===== src/rtl/cpu_pkg.sv =====
// cpu_pkg: shared opcode constants, field widths and fetch state encoding.
package cpu_pkg;
  localparam int ADDR_W = 8;
  localparam int INSTR_W = 32;
  localparam int OPC_HI = 31;
  localparam int OPC_LO = 27;
  localparam int OPC_W = OPC_HI - OPC_LO + 1;
  localparam logic [OPC_W-1:0] OP_NOP = 5'd0;
  localparam logic [OPC_W-1:0] OP_JMP = 5'd16;
  localparam logic [OPC_W-1:0] OP_HLT = 5'd31;
  typedef enum logic [1:0] {S_IDLE, S_FETCH, S_ISSUE, S_HALT} fetch_state_e;
  function automatic logic [OPC_W-1:0] opcode_of(input logic [INSTR_W-1:0] instr);
    return instr[OPC_HI:OPC_LO];
  endfunction
endpackage


===== src/rtl/pc_reg.sv =====
// pc_reg: program counter with async reset, wrapping increment and parallel load.
module pc_reg import cpu_pkg::*; #(
  parameter logic [ADDR_W-1:0] RESET_PC = '0
) (
  input  logic              clk,
  input  logic              rst_n,
  input  logic              inc_i,
  input  logic              load_i,
  input  logic [ADDR_W-1:0] load_val_i,
  output logic [ADDR_W-1:0] pc_o
);
  logic [ADDR_W-1:0] pc_q, pc_d;
  assign pc_d = load_i ? load_val_i : inc_i ? pc_q + ADDR_W'(1) : pc_q;
  assign pc_o = pc_q;
  always_ff @(posedge clk or negedge rst_n)
    if (!rst_n) pc_q <= RESET_PC;
    else pc_q <= pc_d;
endmodule


===== src/rtl/fetch_unit.sv =====
// fetch_unit: IDLE/FETCH/ISSUE/HALT instruction fetcher feeding the control unit.
// Define FETCH_JUMP_EN to resolve JMP inside FETCH instead of issuing it.
module fetch_unit import cpu_pkg::*; #(
  parameter logic [ADDR_W-1:0] RESET_PC = 8'h00
) (
  input  logic               clk,
  input  logic               rst_n,
  input  logic               start,
  output logic [ADDR_W-1:0]  adress,
  output logic               mem_req,
  input  logic [INSTR_W-1:0] mem_data,
  input  logic               mem_ack,
  output logic [INSTR_W-1:0] op,
  output logic               op_valid,
  input  logic               op_ready,
  output logic               halted
);
  fetch_state_e state_q, state_d;
  logic [INSTR_W-1:0] op_q, op_d;
  logic pc_inc, pc_load;
  logic [ADDR_W-1:0] pc_val;
  pc_reg #(.RESET_PC(RESET_PC)) u_pc (
    .clk(clk), .rst_n(rst_n), .inc_i(pc_inc), .load_i(pc_load),
    .load_val_i(pc_val), .pc_o(adress)
  );
  always_ff @(posedge clk or negedge rst_n)
    if (!rst_n) begin
      state_q <= S_IDLE;
      op_q <= '0;
    end else begin
      state_q <= state_d;
      op_q <= op_d;
    end
  always_comb begin
    state_d = state_q;
    op_d = op_q;
    pc_inc = 1'b0;
    pc_load = 1'b0;
    pc_val = RESET_PC;
    case (state_q)
      S_IDLE, S_HALT: if (start) begin
        pc_load = 1'b1;
        state_d = S_FETCH;
      end
      S_FETCH: if (mem_ack) begin
`ifdef FETCH_JUMP_EN
        if (opcode_of(mem_data) == OP_JMP) begin
          pc_load = 1'b1;
          pc_val = mem_data[26:19];
        end else
`endif
        begin
          op_d = mem_data;
          state_d = S_ISSUE;
        end
      end
      S_ISSUE: if (op_ready) begin
        pc_inc = opcode_of(op_q) != OP_HLT;
        state_d = pc_inc ? S_FETCH : S_HALT;
      end
      default: state_d = S_IDLE;
    endcase
  end
  assign mem_req = state_q == S_FETCH;
  assign op_valid = state_q == S_ISSUE;
  assign halted = state_q == S_HALT;
  // Decoder must see NOP whenever nothing is live.
  assign op = op_valid ? op_q : '0;
endmodule


===== config.mk =====
export PLATFORM = sky130hd
export DESIGN_NAME = fetch_unit
export DESIGN_NICKNAME = d
export VERILOG_FILES = /design/src/rtl/cpu_pkg.sv /design/src/rtl/pc_reg.sv /design/src/rtl/fetch_unit.sv
export SDC_FILE = /design/constraint.sdc
export NUM_CORES = 1
export LEC_CHECK = 0
export CAP_MARGIN = 0
export CORE_MARGIN = 2
export CORE_UTILIZATION = 39
export CTS_CLUSTER_SIZE = 25
export DETAILED_ROUTE_END_ITERATION = 6
export MAX_ROUTING_LAYER = met4
export PLACE_DENSITY_LB_ADDON = 0.08
export RECOVER_POWER = 100
export REMOVE_ABC_BUFFERS = 1
export SLEW_MARGIN = 10
export SYNTH_ARGS = -nofsm -noshare
export SYNTH_HDL_FRONTEND = slang
export SYNTH_SLANG_ARGS = --single-unit

===== constraint.sdc =====
create_clock -name clk -period 1.6 [get_ports clk]
set_input_delay 0.16 -clock clk [delete_from_list [all_inputs] [get_ports clk]]
set_output_delay 0.16 -clock clk [all_outputs]
set_load 0.05 [all_outputs]

* Word-level counts from Yosys, hierarchy flattened *
Index checks and enable logic that the tools add are counted.

storage, ports and cells
  flip-flop bits (word level) = 42
  input bits = 37
  word-level logic and storage cells = 28

operators by class
  add/subtract/negate cells = 1
  eq/ne operators = 7
  muxes and demuxes = 12
  reductions and logical operators = 5

operator list
  operator             count
  $mux 32              1
  $mux 8               2
  $add 8x1->8 const B  1
  $mux 2               4
  $pmux 2 s3           1
  $ne 5x5->1 const B   1
  $eq 2x2->1 const B   2
  $mux 1               4
  $ne 2x1->1 const B   2
  $reduce_and 3->1     1
  $eq 2x1->1 const B   1
  $logic_not 2->1      1
  $ne 2x2->1 const B   1
  $reduce_and 2->1     1
  $reduce_bool 2->1    1
  $reduce_or 2->1      1

* Longest topological paths before layout *
  depth after elaboration = 5
  depth in mapped cells = 7
  gate-level depth less buffers = 6

* By module *
A second synthesis with hierarchy kept.

unflattened totals
  cell total of the unflattened synthesis = 174
  area total of the unflattened synthesis = 2178.3 µm²

by module, submodules not included
  module      instances  cells an instance  area each (µm²)  sequential area each (µm²)
  fetch_unit  1          124                1716.6           850.8
  pc_reg      1          50                 461.7            200.2

* Least setup slack after synthesis *
No wires, ideal clock.

  path kind = register to register
  start point = reg state_q[0]
  end point = reg u_pc.pc_q[6] (netlist: u_pc.pc_o[6])
  library setup time = 0.128 ns
  data arrival time = 1.855 ns
  required time = 1.472 ns
  setup slack = -0.384 ns
  stages on the path, launching flop included = 8
  period minus slack after synthesis = 1.984 ns
  path through = dfrtp_1 > inv_1 > ha_1 > buf_4 > nand3_1 > a2111oi_4 > xnor2_1 > nor2_1

between the ends
  elaborated cells between the ends (all ways) = 8

RTL lines
  what                                line              source
  start: declaration                  fetch_unit.sv:18  fetch_state_e state_q, state_d;
  start signal: assignment            fetch_unit.sv:31  state_q <= state_d;
  $eq 2x2->1                          n/a
  named net op_valid                  fetch_unit.sv:14  output logic op_valid,
  $mux 1                              fetch_unit.sv:40  case (state_q)
  $reduce_bool 2->1 (no source line)  n/a
  end signal: assignment              pc_reg.sv:17      else pc_q <= pc_d;
  end: declaration                    pc_reg.sv:12      logic [ADDR_W-1:0] pc_q, pc_d;

The timed path passes the listed nets, and every way through them passes these cells.
A chain may end at the register's enable or synchronous reset.

* Worst setup path in the final report *
  start point = reg state_q[0]
  end point = out op[3]

between the ends
  word-level cells in the longest chain between the ends = 2

RTL lines
  what              line              source
  $eq 2x2->1        fetch_unit.sv:65  assign op_valid = state_q == S_ISSUE;
  $mux 32           fetch_unit.sv:68  assign op = op_valid ? op_q : '0;
  end: declaration  fetch_unit.sv:13  output logic [INSTR_W-1:0] op,

Every way passes these cells.

==> results_dict.tcl <==
set metrics [dict create \
    p_leak_nw 1.487 \
    ys.flop_type "dfrtp_1" \
    syn_inst 165 \
    finalHoldViolations 0 \
    cts_root_buf "clkbuf_8" \
    layout.cells.non_filler 322 \
    drtAntennaViolNets 0 \
    setup_viol 0 \
    cp_top_family "flip-flops" \
    ys_ff_latch 42 \
    worstSetupPathType "flop to output port" \
    grt_usage_pct 18.97 \
    cts_tree "done" \
    synth_warnings 0 \
    yosys.area.top_type_share_pct 51.69 \
    h-tree-depth 2 \
    cp-start-kind "flop" \
    antenna_found_initial 0 \
    relSlewSlack_pct 59.88 \
    nets 295 \
    yosysTopAreaCell "dfrtp_1" \
    fp.dieW_um 76.21 \
    drt_wl_total_mm 5.049 \
    cp_common_cell "buf_12" \
    initial_core_util_pct 40.06 \
    numCtsBuffers 5 \
    grt_use_met1_pct 21.03 \
    first_global_vias 1733 \
    synth_edf_count 0 \
    dp_hpwl_mm 3.685 \
    rsz0062_at_grt "yes" \
    multi_input_area_um2 1027 \
    drive_gt1_share_pct 50.00 \
    cts_sinks 42 \
    finalPower_mw 5.760 \
    routedWlPerCell_um 15.68 \
    place_inst 313 \
    crit_chain "inv_2, ha_4, buf_12, and2_4, buf_12" \
    path_max_fanout 19 \
    max_freq_mhz 627.8 \
    gp_congestion 0.7776 \
    status "finished clean" \
    drcViolationCount 0 \
    num_antenna_cells 0 \
    port_buffers 79 \
    syn_to_final_growth_pct 72.86 \
    p_per_area_nw_per_um2 1639 \
    grt_overflow 0 \
    maxCapViolations 0 \
    crit_path_end_kind "output port" \
    synth_seq_area_share_pct 51.69 \
    clock_latency_ps 280 \
    cp.arrival_ps 1430 \
    fin_setup_tns_ps 0 \
    viasPerCell 4.758 \
    met3_usage_pct 5.924 \
    n_fill_cell 390 \
    grt_util_met2_pct 31.77 \
    rows 26 \
    ir_drop_v 0.0008134 \
    cp_slowest_cell "dfrtp_1" \
    grt_pass1_wl_mm 8.487 \
    drt_iter0_markers 56 \
    fin_skew_ps 3.450 \
    synthArstFlopShare_pct 100.0 \
    min_path_type "primary input to asynchronous set/reset pin" \
    ys_types 22 \
    seqCellArea_um2 1051 \
    period_share_pct 99.56 \
    grt_max_degree 23 \
    timing.final.crit_period_ps 1593 \
    cpPeakStageDelay_ps 400 \
    pin_count 80 \
    dr.pass1.iters 4 \
    required_ps 1440 \
    netlist_area_um2 2033 \
    cts_buffer_depth 2 \
    syn_avg_cell_area_um2 12.32 \
    synthTopCellsByArea "dfrtp_1 52%, mux2_2 18%, and2_1 10%" \
    synth_most_common_cell "dfrtp_1" \
    slew_viol_final 0 \
    synth_common_cells "42 x dfrtp_1, 33 x and2_1, 33 x mux2_2" \
    die_y_um 76.21 \
    core_area_um2 5075 \
    worst_slew_pin_slew_ps 604.4 \
    vias 1532 \
    crit_buf_inv 3 \
    grt_busiest_layer "met2" \
    clk_pin_slew_ps 70 \
    die_area_um2 5807 \
]
## kinds of logic after synthesis
logic type | count (synthesis) | share of synthesized area (%)
buffers and inverters | 16 | 3.692
AO/OA/AOI/OAI | 9 | 5.108
AND/OR/NAND/NOR | 51 | 14.15
XOR/XNOR | 7 | 3.015
adder cells (fa/ha/maj) | 5 | 3.077
multiplexers | 35 | 19.26
flip-flops | 42 | 51.69
## sequential cells by signal (all words and copies together), names as in the netlist
register / flops
state_q: 2
op_q: 32
u_pc.pc_o: 8
## power by group
part / internal (mW) / leakage [nW] / switching, mW
clock network: 0.333 / 0.0431 / 0.332
logic: 1.76 / 0.933 / 1.50
registers: 1.52 / 0.511 / 0.314
## cells in the final DEF (no fill, tap or decap)
master,instances
mux2_2,33
nand2_1,3
and4_4,1
a21oi_1,2
clkbuf_1,8
nor2_1,9
xnor2_1,7
buf_4,5
ha_1,3
inv_2,1
a211oi_1,1
nand4_1,1
buf_12,39
clkbuf_2,2
nand2_4,1
ha_4,2
mux2i_1,2
nand3_1,3
clkbuf_16,1
dlygate4sd3_1,1
a31oi_1,1
inv_1,5
clkbuf_8,6
and2_4,31
a2111oi_4,2
and2_1,2
clkdlybuf4s50_1,35
a222oi_1,1
dfrtp_1,42
a211oi_2,2
## layout make-up
cell class                 count  area share [%]
multi-input combinational    107           29.23
clock buffer                   6           2.350
tap                           70           2.492
sequential                    42           29.90
inverter                       6          0.6408
timing repair buffer          91           35.39
## layer usage
metal,up-vias,wire (um)
met5,-,0
met4,0,92
met3,8,288
met2,51,2729
met1,747,1938
li1,726,-
## path summary, 6_finish.rpt
kind	start	endpoint	slack (ps)	depth (start not counted)
setup / recovery	state_q[0]	op[3]	7	5
hold / removal	rst_n	op_q[21]	410	2
setup reg to reg	state_q[0]	u_pc.pc_o[6]	7	6
hold reg to reg	op_q[13]	op_q[13]	510	1
max in group asynchronous	rst_n	op_q[7]	250	3
min in group clk	mem_data[23]	op_q[23]	480	2
## what timing repair did
| action | in CTS | in global routing |
|---|---|---|
| hold buffers | 1 | 0 |
| hold endpoints to repair | 21 | 0 |
| endpoints found under the setup margin | 70 | 71 |
| buffers inserted | 1 | 0 |
| cloned | 0 | 1 |
| gates resized for setup | 29 | 17 |
| pin swaps | 2 | 3 |
## per-stage QoR
step                worst slack, ps  util [%]  hold WS, ps  area (um2)
global placement              18.95     64.82        158.0        3289
CTS                          -23.49     68.47        401.0        3475
finish                        7.094     69.26        414.5        3515
detailed placement           -60.67     64.82        174.5        3289
floorplan                    -729.3         -       -135.6        1981
global route                 -70.85     69.26        450.4        3515
(Power assumes the default switching activity.)
